**config.mk**
```make
export PLATFORM = sky130hd
export DESIGN_NAME = sha1_sched
export DESIGN_NICKNAME = d
export VERILOG_FILES = /design/src/rtl/sha1_pkg.sv /design/src/rtl/sha1_block_buf.sv /design/src/rtl/sha1_sched.sv
export SDC_FILE = /design/constraint.sdc
export NUM_CORES = 1
export LEC_CHECK = 0
export CORE_ASPECT_RATIO = 0.6
export CORE_MARGIN = 10
export CORE_UTILIZATION = 45
export DETAILED_ROUTE_END_ITERATION = 12
export DONT_BUFFER_PORTS = 1
export GPL_ROUTABILITY_DRIVEN = 0
export GPL_TIMING_DRIVEN = 0
export RECOVER_POWER = 50
export SKIP_LAST_GASP = 1
export SLEW_MARGIN = 40
export SYNTH_ARGS = -nofsm -noshare
export SYNTH_HDL_FRONTEND = slang
export SYNTH_SLANG_ARGS = --single-unit
```
**constraint.sdc**
```tcl
create_clock -name clk -period 2.9 [get_ports clk]
set_clock_uncertainty 0.1 [all_clocks]
set_input_delay 0.29 -clock clk [delete_from_list [all_inputs] [get_ports clk]]
set_output_delay 0.29 -clock clk [all_outputs]
set_load 0.02 [all_outputs]
```
**src/rtl/sha1_pkg.sv**
```systemverilog
// Shared constants and FSM state type for the SHA-1 round scheduler.
package sha1_pkg;
    localparam int DATA_W    = 32;
    localparam int WORDS     = 16;
    localparam int ROUNDS    = 80;
    localparam int PHASE_LEN = 20;
    localparam int LAST_TAP  = 75;

    typedef enum logic {
        IDLE = 1'b0,
        RUN  = 1'b1
    } state_t;

    // Last round of phases 0..2; the final phase boundary is handled by the r=79 wrap.
    function automatic logic is_phase_edge(input logic [6:0] r);
        return (r == 7'(PHASE_LEN - 1)) || (r == 7'(2 * PHASE_LEN - 1)) ||
               (r == 7'(3 * PHASE_LEN - 1));
    endfunction
endpackage

```
**src/rtl/sha1_block_buf.sv**
```systemverilog
// Ping-pong 16-word message buffer: fills one bank from the input stream while the other issues.
// Exports fill_partial only when SHA1_SCHED_PERF_EN is defined.
module sha1_block_buf
    import sha1_pkg::*;
(
    input  logic              clk,
    input  logic              rst_n,
    input  logic [DATA_W-1:0] in_data,
    input  logic              in_valid,
    output logic              in_ready,
    input  logic              rd_en,
    input  logic [3:0]        rd_idx,
    output logic [DATA_W-1:0] din,
    output logic              issue_full
`ifdef SHA1_SCHED_PERF_EN
    ,
    output logic              fill_partial
`endif
);
    logic [DATA_W-1:0] mem [0:2*WORDS-1];
    logic [1:0]        full;
    logic              fill_bank;
    logic              issue_bank;
    logic [3:0]        fill_idx;
    logic              wr;

    assign in_ready   = !full[fill_bank];
    assign wr         = in_valid && in_ready;
    assign issue_full = full[issue_bank];
`ifdef SHA1_SCHED_PERF_EN
    assign fill_partial = (fill_idx != 4'd0);
`endif

    always_ff @(posedge clk) begin
        if (wr) begin
            mem[{fill_bank, fill_idx}] <= in_data;
        end
    end

    // Fill and issue banks never coincide while both sides are active, so the
    // set and clear of full[] below always target different bits.
    always_ff @(posedge clk) begin
        if (!rst_n) begin
            full       <= 2'b00;
            fill_bank  <= 1'b0;
            issue_bank <= 1'b0;
            fill_idx   <= 4'd0;
            din        <= '0;
        end else begin
            if (wr) begin
                fill_idx <= fill_idx + 4'd1;
                if (fill_idx == 4'(WORDS - 1)) begin
                    full[fill_bank] <= 1'b1;
                    fill_bank       <= ~fill_bank;
                end
            end
            if (rd_en) begin
                din <= mem[{issue_bank, rd_idx}];
                if (rd_idx == 4'(WORDS - 1)) begin
                    full[issue_bank] <= 1'b0;
                    issue_bank       <= ~issue_bank;
                end
            end
        end
    end
endmodule

```
**src/rtl/sha1_sched.sv**
```systemverilog
// SHA-1 80-round slot scheduler: FSM, round counter, load/phase decode and A-tap drain pipe.
// Optional SHA1_SCHED_PERF_EN adds perf_blocks/perf_idle counters.
module sha1_sched
    import sha1_pkg::*;
#(
    parameter int A_LAT = 7
) (
    input  logic              clk,
    input  logic              rst_n,
    input  logic [DATA_W-1:0] in_data,
    input  logic              in_valid,
    output logic              in_ready,
    output logic              load6,
    output logic              phase_advance7,
    output logic [DATA_W-1:0] din,
    output logic              a_valid,
    output logic [2:0]        a_word,
    output logic              busy
`ifdef SHA1_SCHED_PERF_EN
    ,
    output logic [31:0]       perf_blocks,
    output logic [31:0]       perf_idle
`endif
);
    state_t     state, state_nxt;
    logic [6:0] r, r_nxt;
    logic       issue_full;
    logic       run;
    logic       tag_in;
    logic [2:0] word_in;

    logic [A_LAT-1:0] vld_p;
    logic [A_LAT-1:0] tag_p;
    logic [2:0]       word_p [A_LAT];

`ifdef SHA1_SCHED_PERF_EN
    logic fill_partial;
`endif

    sha1_block_buf u_buf (
        .clk        (clk),
        .rst_n      (rst_n),
        .in_data    (in_data),
        .in_valid   (in_valid),
        .in_ready   (in_ready),
        .rd_en      (load6),
        .rd_idx     (r[3:0]),
        .din        (din),
        .issue_full (issue_full)
`ifdef SHA1_SCHED_PERF_EN
        ,
        .fill_partial (fill_partial)
`endif
    );

    always_ff @(posedge clk) begin
        if (!rst_n) begin
            state <= IDLE;
            r     <= '0;
        end else begin
            state <= state_nxt;
            r     <= r_nxt;
        end
    end

    // issue_full already points at the next bank by r=79 (the bank swaps after word 15 is read).
    always_comb begin
        state_nxt      = state;
        r_nxt          = r;
        phase_advance7 = 1'b0;
        load6          = 1'b0;
        case (state)
            IDLE: begin
                if (issue_full) begin
                    phase_advance7 = 1'b1;
                    state_nxt      = RUN;
                    r_nxt          = '0;
                end
            end
            RUN: begin
                load6 = (r < 7'(WORDS));
                if (is_phase_edge(r)) begin
                    phase_advance7 = 1'b1;
                end
                if (r == 7'(ROUNDS - 1)) begin
                    r_nxt = '0;
                    if (issue_full) begin
                        phase_advance7 = 1'b1;
                    end else begin
                        state_nxt = IDLE;
                    end
                end else begin
                    r_nxt = r + 7'd1;
                end
            end
            default: state_nxt = IDLE;
        endcase
    end

    assign run     = (state == RUN);
    assign tag_in  = run && (r >= 7'(LAST_TAP));
    assign word_in = 3'(r - 7'(LAST_TAP));

    // Drain pipe stage 0 captures the current round; stage A_LAT-1 lines up with cycle.A.
    always_ff @(posedge clk) begin
        if (!rst_n) begin
            vld_p <= '0;
            tag_p <= '0;
        end else begin
            vld_p[0] <= run;
            tag_p[0] <= tag_in;
            for (int i = 1; i < A_LAT; i++) begin
                vld_p[i] <= vld_p[i-1];
                tag_p[i] <= tag_p[i-1];
            end
        end
    end

    always_ff @(posedge clk) begin
        word_p[0] <= word_in;
        for (int i = 1; i < A_LAT; i++) begin
            word_p[i] <= word_p[i-1];
        end
    end

    assign a_valid = tag_p[A_LAT-1];
    assign a_word  = a_valid ? word_p[A_LAT-1] : 3'd0;
    assign busy    = run || (|vld_p);

`ifdef SHA1_SCHED_PERF_EN
    always_ff @(posedge clk) begin
        if (!rst_n) begin
            perf_blocks <= '0;
            perf_idle   <= '0;
        end else begin
            if (a_valid && (a_word == 3'd4)) begin
                perf_blocks <= perf_blocks + 32'd1;
            end
            if ((state == IDLE) && fill_partial) begin
                perf_idle <= perf_idle + 32'd1;
            end
        end
    end
`endif
endmodule

```
-- Word level (Yosys, flattened, before mapping)
Memories as Yosys holds them, arrays and structs flattened. A register that Yosys moved wholly into a read port is not among the register bits.
Index checks and enable logic that the tools add are counted.
- $add $sub $neg: 3
- $lt $le $gt $ge: 6
- eq/ne operators: 7
- muxes and demuxes: 27
- bitwise logic cells: 6
- reduce and logical (&&, ||, !) cells: 12
- operators by type and width (kind ; number):
    equality test 7 x 6 -> 1 bit, second input constant ; 2
    2-to-1 mux 1 bit ; 14
    2-to-1 mux 7 bit ; 2
    case mux 7 bit (2 select lines) ; 1
    2-to-1 mux 2 bit ; 5
    equality test 4 bit, second input constant ; 2
    adder 7 x 1 -> 7 bit, second input constant ; 1
    equality test 7 x 5 -> 1 bit, second input constant ; 1
    equality test 7 bit, second input constant ; 1
    >= comparator 7 bit, second input constant ; 1
    less-than comparator 7 x 5 -> 1 bit, second input constant ; 1
    OR reduction 7 bit ; 1
    adder 4 x 1 -> 4 bit, second input constant ; 1
    logical AND 1 bit ; 4
    less-than comparator 1 x 2 -> 1 bit, second input constant ; 2
    case mux 1 bit (2 select lines) ; 2
    AND reduction 2 bit ; 2
    logical OR 1 bit ; 3
    2-to-1 mux 3 bit ; 1
    inverter 1 bit ; 3
    subtractor 3 x 2 -> 3 bit, second input constant ; 1
    AND 2 bit ; 1
    demux 1 bit (select 1 bit) ; 2
    >= comparator 1 bit, second input constant ; 2
    other kinds (4) ; 5
- bits in registers: 30
- bits in writable memories: 1045
- input bits: 35
- output and inout port bits: 40
- logic and storage cells: 71
- memories: 2
- memories (name ; words ; width ; rd ports ; clocked after Yosys merged registers in ; wr ports ; line ; source):
    u_buf.mem ; 32 ; 32 ; 1 ; 1 ; 1 ; sha1_block_buf.sv:20 ; logic [DATA_W-1:0] mem [0:2*WORDS-1];
    word_p ; 7 ; 3 ; 7 ; 0 ; 7 ; sha1_sched.sv:34 ; logic [2:0] word_p [A_LAT];

-- Logic depth before layout (Yosys ltp)
Gate-level depths: netlist of run 1.
- depth in word-level cells: 11
- depth in mapped cells: 9
- mapped depth without buffers: 6

-- By module
From an unflattened synthesis of run 1, not the netlist that was laid out.
- cell total of the unflattened synthesis: 2402
- area, all modules: 42467.0 sq um
- by module, submodules not included (module ; instances ; cells each ; area each (sq um) ; seq. area each (sq um)):
    sha1_block_buf ; 1 ; 2280 ; 41099.4 ; 31550.3
    sha1_sched ; 1 ; 122 ; 1367.6 ; 860.8

-- Least setup slack after synthesis of run 1
Ideal clock, no wire load.
- path kind: register to register
- from: register u_buf.fill_bank
- to: register u_buf.full[0]
- setup time: 0.064 ns
- data arrival time: 3.305 ns
- setup slack: -0.569 ns
- stages on the path, launching flop included: 8
- clock period less this slack: 3.469 ns
- cell sequence: dfxtp_1 -> buf_2 -> mux2i_1 -> and2_1 -> buf_2 -> nand2_1 -> nor2_1 -> o221a_2
- elaborated cells on any way between the ends: 16
- RTL lines (what ; line ; source):
    from (decl) ; sha1_block_buf.sv:22 ; logic fill_bank;
    from (signal assigned) ; sha1_block_buf.sv:54 ; fill_bank <= ~fill_bank;
    2-to-1 mux 1 bit (implied by the code) * (2 in series) ; sha1_block_buf.sv:27 ; assign in_ready = !full[fill_bank];
    zero test 1 bit * ; sha1_block_buf.sv:27 ;
    via in_ready ; sha1_sched.sv:12 ; output logic in_ready,
    logical AND 1 bit * ; sha1_block_buf.sv:28 ; assign wr = in_valid && in_ready;
    2-to-1 mux 2 bit * ; sha1_block_buf.sv:50 ; if (wr) begin
    2-to-1 mux 2 bit * ; sha1_block_buf.sv:43 ; if (!rst_n) begin
    AND 2 bit (no line) ; n/a ;
    2-to-1 mux 2 bit ; sha1_block_buf.sv:59 ; if (rd_idx == 4'(WORDS - 1)) begin
    2-to-1 mux 2 bit * ; sha1_block_buf.sv:57 ; if (rd_en) begin
    to (signal assigned) ; sha1_block_buf.sv:44 ; full <= 2'b00;
    to (signal, indexed assignment) ; sha1_block_buf.sv:53 ; full[fill_bank] <= 1'b1;
    to (signal, indexed assignment) ; sha1_block_buf.sv:60 ; full[issue_bank] <= 1'b0;
    to (decl) ; sha1_block_buf.sv:21 ; logic [1:0] full;
Mark *: on every way through the listed nets, which the timed path passes. The rest lies on a longest branch. The select of a mux whose other input is x is not followed.
A chain may end at the register's enable or synchronous reset.

-- Worst setup path after layout of run 1
- from: register u_buf.fill_bank
- to: memory u_buf.mem[4][4], enable pin
- cells in the longest elaborated chain, start to end: 6
- ends and longest elaborated chain (what ; line ; source):
    2-to-1 mux 1 bit (implied by the code) (2 in series) ; sha1_block_buf.sv:27 ;
    zero test 1 bit ; sha1_block_buf.sv:27 ;
    via in_ready ; sha1_sched.sv:12 ;
    logical AND 1 bit ; sha1_block_buf.sv:28 ;
    2-to-1 mux 1 bit ; sha1_block_buf.sv:35 ; if (wr) begin
    2-to-1 mux 1 bit (implied by the code) ; sha1_block_buf.sv:36 ; mem[{fill_bank, fill_idx}] <= in_data;
    to (decl) ; sha1_block_buf.sv:20 ;
The timed path passes the listed nets, and every way through them passes these cells. The select of a mux whose other input is x is not followed.

==> results of run 1 <==
## path summary, 6_finish.rpt
kind	startpoint	endpoint	slack (ns)	cells past startpoint
setup / recovery	u_buf.fill_bank$_SDFFE_PN0P_	u_buf.mem[4][4]$_DFFE_PP_	0.03	8
hold / removal	rst_n	u_buf.din[11]$_SDFFE_PN0P_	0.18	3
setup reg to reg	u_buf.fill_bank$_SDFFE_PN0P_	u_buf.mem[4][4]$_DFFE_PP_	0.03	8
hold reg to reg	word_p[2][2]$_DFF_P_	word_p[3][2]$_DFF_P_	0.22	0
## logic make-up (layout without fill, tap and decap cells)
kind of cell             after synthesis  after routing
AND/OR/NAND/NOR                      151            151
flip-flops                          1107           1107
XOR/XNOR                               6              6
buffers and inverters                137            504
other                                  0              1
adder cells (fa/ha/maj)                5              5
AO/OA/AOI/OAI                        336            336
multiplexers                         480            480
## cells in the mapped netlist (15+ instances only)
cell type  number
and2_1         23
a21oi_1        64
nor2_1         40
nand2_1        15
edfxtp_1     1024
nand3_2        15
a21o_1         29
mux2i_1       409
buf_2          57
nand3_1        19
a22oi_1       176
clkbuf_1       17
mux4_2         63
dfxtp_1        83
buf_4          28
## final cells by class
class / count / area (um^2)
repair buffers: 183 / 2530
multi-input cells: 978 / 9770
plain buffers: 129 / 915
inverters: 7 / 26.3
diodes: 1 / 2.50
flip-flops and latches: 1107 / 32400
clock buffers: 119 / 2640
clock inverters: 66 / 621
well taps: 1246 / 1560
fillers: 7213 / 43500
## power by group through the flow
stage          combinational, W  clock (W)  sequential, W
2_1_floorplan          0.000125          0         0.0179
4_1_cts                0.000588     0.0134         0.0175
5_1_grt                0.000589     0.0141         0.0175
3_3_place_gp           0.000208          0         0.0179
3_5_place_dp           0.000279          0         0.0179
6_report               0.000554     0.0132         0.0175
## routing by layer
metal  share of wire [%]  global-route usage [%]  vias to the layer above
li1                    -                       -                     9635
met1                  44                    33.7                    12100
met2                  43                    33.1                     1244
met3                  12                    7.77                      168
met4                 2.2                    5.93                        6
met5               0.031                       0                        -
## worst max-delay path, cell delays in order (launching register included)
cell and delay, ns:
dfxtp_1 0.32, buf_2 0.23, mux2i_4 0.44, and2_2 0.28, clkbuf_4 0.27, nand2_4 0.20
nor2_4 0.26, buf_8 0.21, buf_8 0.21
## flip-flops by register name (all words and copies together), names as in the netlist, 2 cells and up
| signal | flops |
|---|---|
| tag_p | 7 |
| u_buf.fill_idx | 4 |
| r | 7 |
| word_p | 21 |
| u_buf.full | 2 |
| vld_p | 7 |
| u_buf.mem | 1024 |
| u_buf.din | 32 |
## metrics by stage
step | setup slack, ns | TNS [ns] | total power, W
floorplan | -0.514 | -244.06 | 0.0180
detailed placement | -0.817 | -577.60 | 0.0182
global placement | -3.42 | -2516.07 | 0.0181
global route | 0.00398 | 0 | 0.0322
finish | 0.0262 | 0 | 0.0313
CTS | -0.0144 | -0.0640 | 0.0315
## timing repair
| action | 4_1_cts | 5_1_grt |
|---|---|---|
| setup buffers | 51 | 1 |
| cloned | 0 | 0 |
| setup endpoints to repair | 1045 | 211 |
| pin swaps | 22 | 2 |
| gates resized for setup | 28 | 20 |
| hold endpoints to repair | 1043 | 0 |
| hold buffers | 44 | 0 |
==> flow_summary_export.csv, run 1 <==
group,metric,value,unit
status,status,"finished with violations",
status,violations,"max-capacitance violations, max-slew violations",
die,io_pins,75,
final_layout,finalInstanceArea,0.0505,mm^2
synthesis,synth_xor_area_share,0.123,%
place,portBuffers,0,
grt,grt_overflow_total,0,
synthesis,ys_warn_count,0,
grt,antenna_found_initial,4,
final_layout,layout-drive-gt1-share,22.4,%
die,fp.coreArea,0.0939,mm^2
synthesis,synthSimpleGateAreaFrac,2.25,%
place,placed_area,0.0462,mm^2
power_and_ir_drop,internal_power,0.0249,W
setup_path,worst-setup-path-type,"flip-flop to flip-flop",
power_and_ir_drop,p_per_area,621,mW/mm^2
synthesis,synth.distinct_cells,66,
timing,hold_slack,0.176,ns
synthesis,synth.cell_area,0.0426,mm^2
route,drc,0,
final_layout,layout_commonest_cell,"edfxtp_1",
cts,worstSkewPairLatency,0.70,ns
place,placedCellCount,3555,
timing,setup_viol,0,
synthesis,avgSynthCellArea,19.2,um^2
cts,cts_max_path_buffers,3,
setup_path,cp.arrival,3.17,ns
power_and_ir_drop,p_leak,15.6,nW
final_layout,area_growth,18.5,%
power_and_ir_drop,seq_power_share,56.0,%
synthesis,synth_top_family_by_area,"multiplexers",
min_path,hold_path_class,"input pin to flip-flop",
timing,drv_slew,133,
power_and_ir_drop,pwr-share-clk,42.3,%
route,vias,23100,
timing,timing.final.crit_share,99.1,%
synthesis,syn_nets,2262,
final_layout,nNetsFinal,2546,
synthesis,syn_inst,2222,
die,die_area,0.108,mm^2
synthesis,yosysTopAreaCell,"edfxtp_1",
synthesis,synth_compound_area_share,5.85,%
route,drt_iter0_drc,3170,
power_and_ir_drop,ir_drop,0.557,mV
power_and_ir_drop,p_comb_share,1.8,%
power_and_ir_drop,p_sw_share,20.5,%
setup_path,start_kind,"flip-flop",
die,fp.dieW,417,um
setup_path,crit_fanout,12,
grt,grt_pass1_wl,176000,um
cts,cts.clk_slew.worst_paths,0.07,ns
die,start_util,45.3,%
setup_path,end_kind,"flip-flop",
cts,numCtsBuffers,100,
synthesis,synth_edf_count,1024,
final_layout,final_util,53.7,%
final_layout,fin_cells,3836,
synthesis,synth.area.mux_share,13.4,%
job,maxCapViolCount,5,
die,die_h,258,um
final_layout,final_cell_mix,"1024 x edfxtp_1, 407 x mux2i_1, 175 x a22oi_1",
route,drt_pass1_iterations,6,
power_and_ir_drop,switchingPower,0.00641,W
timing,tightest_slew,1.65,ns
route,detail-route-antenna-nets,0,
route,wl_per_cell,33.1,um
synthesis,synth_top_area_share,72.2,%
timing,hold_violations,0,
timing,fmax,348,MHz
die,fp-row-count,87,
timing,rsz0062_at_grt,"false",
synthesis,ys_ff_latch,1107,
cts,cts_sinks,1107,
synthesis,synth_flop_cell,"edfxtp_1",
place,dp_hpwl,85600,um
grt,globalRouteTotalUtil,23.1,%
route,vias_per_cell,6.03,
cts,cts_max_level,3,
cts,root_buffer,"clkbuf_16",
synthesis,synth_seq_area_share,76.1,%
synthesis,synth_area_leaders,"edfxtp_1 72%, mux2i_1 9.6%, dfxtp_1 3.9%, mux4_2 3.3%, a22oi_1 3.1%",
route,drt_wl_total,127000,um
timing,slew_headroom,-10.3,%
timing,fin_crit,2.87,ns
synthesis,synth_fa_ha_area_share,0.147,%
cts,cts_tree,"yes",
synthesis,synthArstFlopShare,0,%
grt,grt_pass1_vias,22600,
grt,grt_max_degree,33,
setup_path,crit_required,3.20,ns
Power figures use the tool's default switching activity.
==> run 2, diff against run 1 <==
- PLACE_DENSITY: not set -> 0.63
==> run 2 against run 1 <==
- count of clock-buffer cells in the layout rose by 9
- first-iteration DRC count fell by 2.1%
- critical path type unchanged
- critical endpoint is now u_buf.din[1]$_SDFFE_PN0P_
- the flow still finishes with violations (max-capacitance violations, max-slew violations)
- sequential cell count did not move
- non-clock buffer count grew 10
==> flow_summary_export.csv, run 2 (same netlist as run 1, synthesis figures left out) <==
group,metric,value,unit
status,status,"finished with violations",
status,violations,"max-capacitance violations, max-slew violations",
setup_path,crit_fanout,10,
route,drt_iter0_drc,3102,
cts,cts_tree,"yes",
final_layout,layout-drive-gt1-share,22.7,%
route,drt_pass1_iterations,8,
cts,cts_max_level,3,
power_and_ir_drop,p_per_area,626,mW/mm^2
timing,tightest_slew,1.56,ns
final_layout,multi_input_area,0.00977,mm^2
route,vias_per_cell,6.06,
setup_path,worstPathCellList,"buf_6, and2_1, buf_4, buf_2, a22oi_1, a21oi_1, a2111oi_4, a21o_1",
die,fp-row-count,87,
cts,cts_sinks,1107,
setup_path,slowest_stage,"a21oi_1",
die,die_h,258,um
final_layout,regArea,0.0324,mm^2
timing,drv_slew,99,
power_and_ir_drop,p_leak,15.7,nW
setup_path,cpLargestDelayFamily,"compound AO/OA/AOI/OAI gates",
timing,hold_violations,0,
final_layout,nNetsFinal,2553,
timing,timing.final.crit_share,99.6,%
job,maxCapViolCount,4,
cts,root_buffer,"clkbuf_16",
die,io_pins,75,
route,wl_per_cell,32.5,um
route,drc,0,
die,fp.coreArea,0.0939,mm^2
timing,fmax,346,MHz
grt,globalRouteTotalUtil,22.7,%
timing,slew_headroom,-3.70,%
route,drt_wl_total,125000,um
grt,grt_max_degree,33,
min_path,hold_path_class,"input pin to flip-flop",
setup_path,worst-setup-path-type,"flip-flop to flip-flop",
grt,grt_pass1_vias,22600,
die,die_area,0.108,mm^2
setup_path,cp.arrival,3.38,ns
final_layout,largest_reg_flops,1024,
route,vias,23300,
setup_path,start_kind,"flip-flop",
die,fp.dieW,417,um
final_layout,top_register,"u_buf.mem",
cts,cts.clk_slew.worst_paths,0.07,ns
setup_path,end_kind,"flip-flop",
route,detail-route-antenna-nets,0,
setup_path,max_stage_delay,0.51,ns
timing,hold_slack,0.213,ns
setup_path,crit_required,3.39,ns
cts,numCtsBuffers,97,
power_and_ir_drop,total_power,0.0317,W
final_layout,layout_commonest_cell,"edfxtp_1",
power_and_ir_drop,ir_drop,0.449,mV
final_layout,top_regs,"u_buf.mem: 1024 flops, u_buf.din: 32 flops, word_p: 21 flops",
place,dp_hpwl,83700,um
cts,worstSkewPairLatency,0.70,ns
final_layout,final_cell_mix,"1024 x edfxtp_1, 408 x mux2i_1, 174 x a22oi_1",
final_layout,area_growth,19.0,%
setup_path,cp_num_buf_inv,3,
grt,antenna_found_initial,9,
die,start_util,45.3,%
timing,setup_tns,0,ns
timing,fin_crit,2.89,ns
final_layout,fillerInstances,7015,
cts,cts_max_path_buffers,3,
place,portBuffers,0,
grt,grt_pass1_wl,174000,um
grt,grt_overflow_total,0,
timing,setup_viol,0,
## run 2: metrics by stage
stage,worst slack (ns),area (um^2),cells,util [%]
after floorplan,-0.514,42600,2222,-
after CTS,-0.000649,50900,3841,54.1
after global placement,-3.34,44200,3468,47.0
after detailed placement,-0.893,46100,3547,49.1
after global routing,-0.00102,50700,3841,53.9
final,0.0122,50700,3844,53.9
## run 2: worst register-to-register path: stages (launching register included)
cell,delay [ns]
dfxtp_2,0.48
buf_6,0.27
and2_1,0.16
buf_4,0.25
buf_2,0.49
a22oi_1,0.21
a21oi_1,0.51
a2111oi_4,0.13
a21o_1,0.19
## run 2: power by group
group          switching, W  internal (W)  leakage (nW)
registers         0.0000206        0.0175          9.90
clock network       0.00582       0.00781          1.63
logic              0.000409      0.000120          4.20
## run 2: cell type report
cell class | instances | area share [%]
flip-flops and latches | 1107 | 64.0
clock inverters | 53 | 1.26
diodes | 3 | 0.0148
well taps | 1246 | 3.08
plain buffers | 129 | 1.81
inverters | 7 | 0.0518
repair buffers | 193 | 5.23
clock buffers | 128 | 5.32
multi-input cells | 978 | 19.3
## run 2: final timing paths
kind / from / endpoint / slack (ns) / cells after the start
worst max-delay path: r[0]$_SDFFE_PN0P_ / u_buf.din[1]$_SDFFE_PN0P_ / 0.01 / 8
worst min-delay path: in_valid / u_buf.fill_idx[1]$_SDFFE_PN0P_ / 0.21 / 4
worst max register to register: r[0]$_SDFFE_PN0P_ / u_buf.din[1]$_SDFFE_PN0P_ / 0.01 / 8
worst min register to register: word_p[5][0]$_DFF_P_ / word_p[6][0]$_DFF_P_ / 0.22 / 0
## run 2: metal layers
layer / GRT usage, % / up-vias / share of wire, %
met5: 0 / - / 0.040
met4: 6.76 / 8 / 3.0
met3: 8.03 / 221 / 13
met2: 32.5 / 1369 / 42
met1: 32.6 / 12100 / 42
li1: - / 9632 / -
## run 2: repair_timing
item	4_1_cts	5_1_grt
setup buffers	72	1
pin swaps	30	2
gates cloned	0	0
hold buffers	41	0
hold endpoints to repair	1043	0
setup endpoints to repair	1046	545
resized for setup	26	20
